File: src/rtl/prio_enc_pkg.sv
// -----------------------------------------------------------------------------
// prio_enc_pkg
//
// Shared constants and helpers for the prio_enc priority encoder.
//
// Contents:
//   ACT_HIGH / ACT_LOW  request polarity selectors for the ACT parameter
//   enc_width(n)        index width for an n-entry vector ($clog2(n), minimum 1)
// -----------------------------------------------------------------------------
package prio_enc_pkg;

  localparam logic ACT_HIGH = 1'b1;
  localparam logic ACT_LOW  = 1'b0;

  // A single-entry vector still needs one index bit to be representable.
  function automatic int enc_width(input int n);
    return (n < 2) ? 1 : $clog2(n);
  endfunction

endpackage : prio_enc_pkg

File: src/rtl/prio_enc_core.sv
// -----------------------------------------------------------------------------
// prio_enc_core
//
// Purely combinational priority-encoder core. Reports whether any request bit
// is active and the index of the highest-numbered active bit.
//
// Parameters:
//   IN    width of the request vector (>= 2)
//   ACT   active level of a request bit (ACT_HIGH or ACT_LOW)
//   IDXW  width of the produced index
//
// Ports:
//   in      [IN-1:0]    request vector, bit i active when in[i] == ACT
//   hit                 at least one bit active
//   idx     [IDXW-1:0]  index of the highest active bit, 0 when hit = 0
//   onehot  [IN-1:0]    one-hot form of idx, all zero when hit = 0
//                       (only present when PRIO_ENC_ONEHOT_EN is defined)
//
// Optional feature macro: PRIO_ENC_ONEHOT_EN
// -----------------------------------------------------------------------------
module prio_enc_core
  import prio_enc_pkg::*;
#(
  parameter int   IN   = 16,
  parameter logic ACT  = ACT_HIGH,
  parameter int   IDXW = enc_width(IN)
) (
  input  logic [IN-1:0]   in,
  output logic            hit,
  output logic [IDXW-1:0] idx
`ifdef PRIO_ENC_ONEHOT_EN
  ,
  output logic [IN-1:0]   onehot
`endif
);

  // The request vector is padded up to a power of two so the reduction can be
  // a complete binary tree with IDXW levels.
  localparam int LEVELS = IDXW;
  localparam int LEAVES = 1 << LEVELS;

  // Heap layout: node 1 is the root, node n has children 2n (lower half) and
  // 2n+1 (upper half), leaves occupy LEAVES .. 2*LEAVES-1.
  logic [2*LEAVES-1:1] hit_t;
  logic [IDXW-1:0]     idx_t [1:2*LEAVES-1];

  // Each node carries an index relative to its own subtree. At height l the
  // node prefers its upper child and prepends one index bit at position l-1,
  // so an empty subtree always reports relative index 0 and no final masking
  // is needed at the root.
  always_comb begin
    for (int n = 1; n < 2 * LEAVES; n++) begin
      hit_t[n] = 1'b0;
      idx_t[n] = '0;
    end

    for (int i = 0; i < IN; i++) begin
      hit_t[LEAVES + i] = (in[i] == ACT);
    end

    for (int l = 1; l <= LEVELS; l++) begin
      for (int j = 0; j < (LEAVES >> l); j++) begin
        hit_t[(LEAVES >> l) + j] = hit_t[2 * ((LEAVES >> l) + j)] |
                                   hit_t[2 * ((LEAVES >> l) + j) + 1];
        if (hit_t[2 * ((LEAVES >> l) + j) + 1]) begin
          idx_t[(LEAVES >> l) + j] = idx_t[2 * ((LEAVES >> l) + j) + 1] |
                                     (IDXW'(1) << (l - 1));
        end else begin
          idx_t[(LEAVES >> l) + j] = idx_t[2 * ((LEAVES >> l) + j)];
        end
      end
    end
  end

  assign hit = hit_t[1];
  assign idx = idx_t[1];

`ifdef PRIO_ENC_ONEHOT_EN
  always_comb begin
    onehot = '0;
    for (int i = 0; i < IN; i++) begin
      onehot[i] = hit_t[1] && (idx_t[1] == IDXW'(i));
    end
  end
`endif

endmodule : prio_enc_core

File: src/rtl/prio_enc.sv
// -----------------------------------------------------------------------------
// prio_enc
//
// Parameterised priority encoder with registered outputs. Reduces a request
// vector to the index of its highest-numbered active bit plus a valid flag,
// one cycle after capture.
//
// Parameters:
//   IN   width of the request vector (>= 2)
//   OUT  width of the encoded index (>= $clog2(IN))
//   ACT  active level of a request bit (1 = active-high, 0 = active-low)
//
// Ports:
//   clk     clock, rising-edge active
//   reset   asynchronous, active-high reset
//   en      capture enable; outputs hold while low
//   in      [IN-1:0]   request vector
//   valid   registered, high when any bit was active at capture (always
//           active-high regardless of ACT)
//   out     [OUT-1:0]  registered index of the highest active bit
//   out_oh  [IN-1:0]   registered one-hot form of out, zero when not valid
//                      (only present when PRIO_ENC_ONEHOT_EN is defined)
//
// Optional feature macro: PRIO_ENC_ONEHOT_EN
// -----------------------------------------------------------------------------
module prio_enc
  import prio_enc_pkg::*;
#(
  parameter int   IN  = 16,
  parameter int   OUT = $clog2(IN),
  parameter logic ACT = ACT_HIGH
) (
  input  logic           clk,
  input  logic           reset,
  input  logic           en,
  input  logic [IN-1:0]  in,
  output logic           valid,
  output logic [OUT-1:0] out
`ifdef PRIO_ENC_ONEHOT_EN
  ,
  output logic [IN-1:0]  out_oh
`endif
);

  localparam int IDXW = enc_width(IN);

  logic            core_hit;
  logic [IDXW-1:0] core_idx;
  logic [OUT-1:0]  core_idx_ext;

`ifdef PRIO_ENC_ONEHOT_EN
  logic [IN-1:0]   core_onehot;
`endif

  prio_enc_core #(
    .IN   (IN),
    .ACT  (ACT),
    .IDXW (IDXW)
  ) u_core (
    .in     (in),
    .hit    (core_hit),
    .idx    (core_idx)
`ifdef PRIO_ENC_ONEHOT_EN
    ,
    .onehot (core_onehot)
`endif
  );

  // OUT may be wider than the natural index width; upper bits are zero.
  assign core_idx_ext = OUT'(core_idx);

  always_ff @(posedge clk or posedge reset) begin
    if (reset) begin
      valid <= 1'b0;
      out   <= '0;
    end else if (en) begin
      valid <= core_hit;
      out   <= core_idx_ext;
    end
  end

`ifdef PRIO_ENC_ONEHOT_EN
  always_ff @(posedge clk or posedge reset) begin
    if (reset) begin
      out_oh <= '0;
    end else if (en) begin
      out_oh <= core_onehot;
    end
  end
`endif

endmodule : prio_enc

File: config.mk
export PLATFORM = sky130hd
export DESIGN_NAME = prio_enc
export DESIGN_NICKNAME = d
export VERILOG_FILES = /design/src/rtl/prio_enc_pkg.sv /design/src/rtl/prio_enc_core.sv /design/src/rtl/prio_enc.sv
export SDC_FILE = /design/constraint.sdc
export NUM_CORES = 1
export LEC_CHECK = 0
export BUFFER_PORTS_ARGS = -buffer_cell sky130_fd_sc_hd__buf_2
export CORE_MARGIN = 4
export CORE_UTILIZATION = 26
export CTS_BUF_LIST = sky130_fd_sc_hd__clkbuf_4
export DETAILED_ROUTE_END_ITERATION = 8
export PLACE_DENSITY = 0.56
export SYNTH_ARGS = -nofsm -noshare
export SYNTH_HDL_FRONTEND = slang
export SYNTH_SLANG_ARGS = --single-unit
File: constraint.sdc
create_clock -name clk -period 1.23 [get_ports clk]
set_clock_uncertainty 0.05 [all_clocks]
set_input_delay 0.246 -clock clk [delete_from_list [all_inputs] [get_ports clk]]
set_output_delay 0.246 -clock clk [all_outputs]
set_load 0.03 [all_outputs]
==> results.sh <==
export IMPL_outcome="complete, but fails checks"
export IMPL_violations="negative setup slack"
export IMPL_syn_area_um2=345
export IMPL_post_synth_top_flop="sky130_fd_sc_hd__dfrtp_1"
export IMPL_synth_async_reset_ratio_pct=100
export IMPL_fin_total_pwr_mw=0.526
export IMPL_drt_drc_violations_left=0
export IMPL_cts_num_sinks=5
export IMPL_worstSetupEndpointType="flip-flop"
export IMPL_coreArea_um2=1170
export IMPL_area_growth_pct=88.4
export IMPL_io_pins=24
export IMPL_pin_count_of_the_biggest_net_entering_global_routing=11
export IMPL_floorplan_die_width_um=44.4
export IMPL_dp_hpwl_um=912
export IMPL_ir_drop_uv=298
export IMPL_routability_congestion_estimate_from_global_placement=0.771
export IMPL_post_place_setup_slack_ns=-0.356
export IMPL_achievable_frequency_mhz=775
export IMPL_cts_buffer_count=3
export IMPL_seq_area_frac_synth_pct=36.2
export IMPL_worst_ep_arrival_time_ns=1.35
export IMPL_drive_above_1_share_pct=56.4
export IMPL_cts_root_buffer_cell="sky130_fd_sc_hd__clkbuf_4"
export IMPL_die_h_um=44.4
export IMPL_cellPowerDensity_nw_per_um2=808
export IMPL_critPathMostFrequentCell="sky130_fd_sc_hd__mux2_4"
export IMPL_cts_h_tree_lvls=1
export IMPL_fin_tns_setup_ns=-0.0611
export IMPL_port_buffer_count=23
export IMPL_routed_via_density=4.82
export IMPL_rsz0062_at_grt="yes"
export IMPL_path_delay_family="multiplexers"
export IMPL_synthesis_yosys_warnings=0
export IMPL_netlist_area_leader_share_pct=36.2
export IMPL_antenna_violating_nets_post_route=0
export IMPL_max_slew_margin_rel_pct=72.9
export IMPL_ff2ff_path_depth=1
export IMPL_drt_pass1_iterations=4
export IMPL_floorplan_initialDensity_pct=29.5
export IMPL_syn_mean_instance_area_um2=8.85
export IMPL_finish_stage_setup_viols=1
export IMPL_grt_antenna_before_repair=0
export IMPL_critical_path_buf_inv_count=1
export IMPL_detail_route_wirelength_um=1050
export IMPL_synth_area_top_cells="sky130_fd_sc_hd__dfrtp_1 36%, sky130_fd_sc_hd__nor2_1 8.7%, sky130_fd_sc_hd__nor4_2 7.2%"
export IMPL_timing_critical_path_depth=5
export IMPL_synthCells=39
export IMPL_worstHoldPathType="input pin to flip-flop"
export IMPL_cts_clk_pin_slew_worst_paths_ns=0.04
export IMPL_ys_types=19
export IMPL_post_route_worst_setup_slack_ns=-0.0611
export IMPL_holdPathStages=2
export IMPL_fillers=118
export IMPL_critical_path_startpoint_type="input pin"
export IMPL_synth_net_count=58
export IMPL_fin_hold_ws_ns=0.288
export IMPL_post_drt_wl_per_cell_um=11.4
export IMPL_std_cell_rows=12
export IMPL_maxcap_viol_count=0
export IMPL_design_final_nets=98
export IMPL_worst_path_largest_cell_delay_ns=0.29
export IMPL_yosys_cell_count_top_type="sky130_fd_sc_hd__nor2_1"
export IMPL_power_static_leakage_nw=0.302
export IMPL_fp_dieArea_um2=1980
export IMPL_synth_seq_cells=5
export IMPL_cp_slowest_cell="sky130_fd_sc_hd__mux2_4"
export IMPL_via_count=443
export IMPL_synth_enable_flop_cells=0
export IMPL_synth_top_cells_by_count="8 x sky130_fd_sc_hd__nor2_1, 5 x sky130_fd_sc_hd__dfrtp_1, 3 x sky130_fd_sc_hd__a21oi_1, 3 x sky130_fd_sc_hd__inv_1, 3 x sky130_fd_sc_hd__nand2b_1"
export IMPL_critPathKind="input pin to flip-flop"
export IMPL_path_cells="buf_6 -> nor4_4 -> and2_4 -> mux2_4 -> mux2_4"
export IMPL_worstPathMaxFanout=2
export IMPL_timing_critical_path_required_ns=1.29
export IMPL_globalRouteOverflowTotal=0
export IMPL_post_synth_top_area_cell="sky130_fd_sc_hd__dfrtp_1"
export IMPL_clk_path_buf_depth=2
export IMPL_finalWorstPathRequiredPeriod_ns=1.29
export IMPL_antenna_cells=0
export IMPL_first_global_vias=463
export IMPL_grt_first_pass_wirelength_um=1840
export IMPL_finalCritPeriodShare_pct=105
export IMPL_initialDrtViolationCount=5
export IMPL_timing_worst_slew_pin_value_ns=0.403
export IMPL_clk_insertion_delay_late_ns=0.23
export IMPL_number_of_failing_hold_endpoints_at_the_final_stage=0
export IMPL_cts_tree="built"
export IMPL_drv_slew=0
export IMPL_grt_total_usage_pct=12.7
area by class of cell:
cell class | count | area [µm²] | share of cell area [%]
tap | 14 | 17.5 | 2.69
multi-input combinational | 30 | 226 | 34.8
sequential | 5 | 125 | 19.2
timing repair buffer | 36 | 240 | 36.9
clock buffer | 4 | 30.0 | 4.62
inverter | 3 | 11.3 | 1.73
per-layer routing:
layer | vias to the layer above | global-route usage [%] | part of all wire (%)
li1 | 225 | - | -
met1 | 198 | 14.8 | 39
met2 | 18 | 21.5 | 51
met3 | 2 | 0.813 | 7.9
met4 | 0 | 9.64 | 2.4
met5 | - | 0 | 0
worst paths after layout:
path | from | endpoint | slack, ns
hold / removal | en | out[3] | 0.29
min in group asynchronous | reset | out[0] | 0.40
setup / recovery | in[8] | out[1] | -0.06
setup reg to reg | out[1] | out[1] | 0.43
hold reg to reg | out[1] | out[1] | 0.46
max in group asynchronous | reset | out[2] | 0.56
power breakdown:
group	switching, mW	internal [mW]	total [mW]
Sequential	0.00402	0.173	0.177
Combinational	0.0702	0.0773	0.148
Clock	0.0577	0.144	0.202
registers in the layout (all words and copies together) (netlist names):
register	flops
out	4
valid	1
cells by family after synthesis:
family                 Yosys count  synth area share (%)
AOI/OAI and AO/OA               10                  19.6
buffers and inverters            4                  4.35
DFF                              5                  36.2
muxes                            2                  7.61
and+or+nand+nor                 18                  32.2
cell usage in the layout (no fill, tap or decap), drive strengths merged:
cell	count
buf	35
nor2	8
dfrtp	5
clkbuf	4
nor4	4
nand2b	3
inv	3
a21oi	3
o31ai	2
mux2	2
and2	1
a41oi	1
a31oi	1
o21bai	1
nor3b	1
a221oi	1
nand4b	1
o22ai	1
dlygate4sd3	1
stage by stage:
stage	util (%)	cells	area (µm²)
after floorplan	-	39	367
after global placement	48.7	85	571
after detailed placement	48.7	85	571
after CTS	55.0	92	644
after global routing	55.6	92	651
final	55.6	92	651
repair_timing:
| item | in CTS | in global routing |
|---|---|---|
| hold buffers | 1 | 0 |
| endpoints found under the hold margin | 5 | 0 |
| buffers inserted | 2 | 0 |
| endpoints found under the setup margin | 1 | 1 |
| pin swaps | 3 | 2 |
| resized for setup | 5 | 2 |
Note: power is estimated with default switching activity, not from simulation.
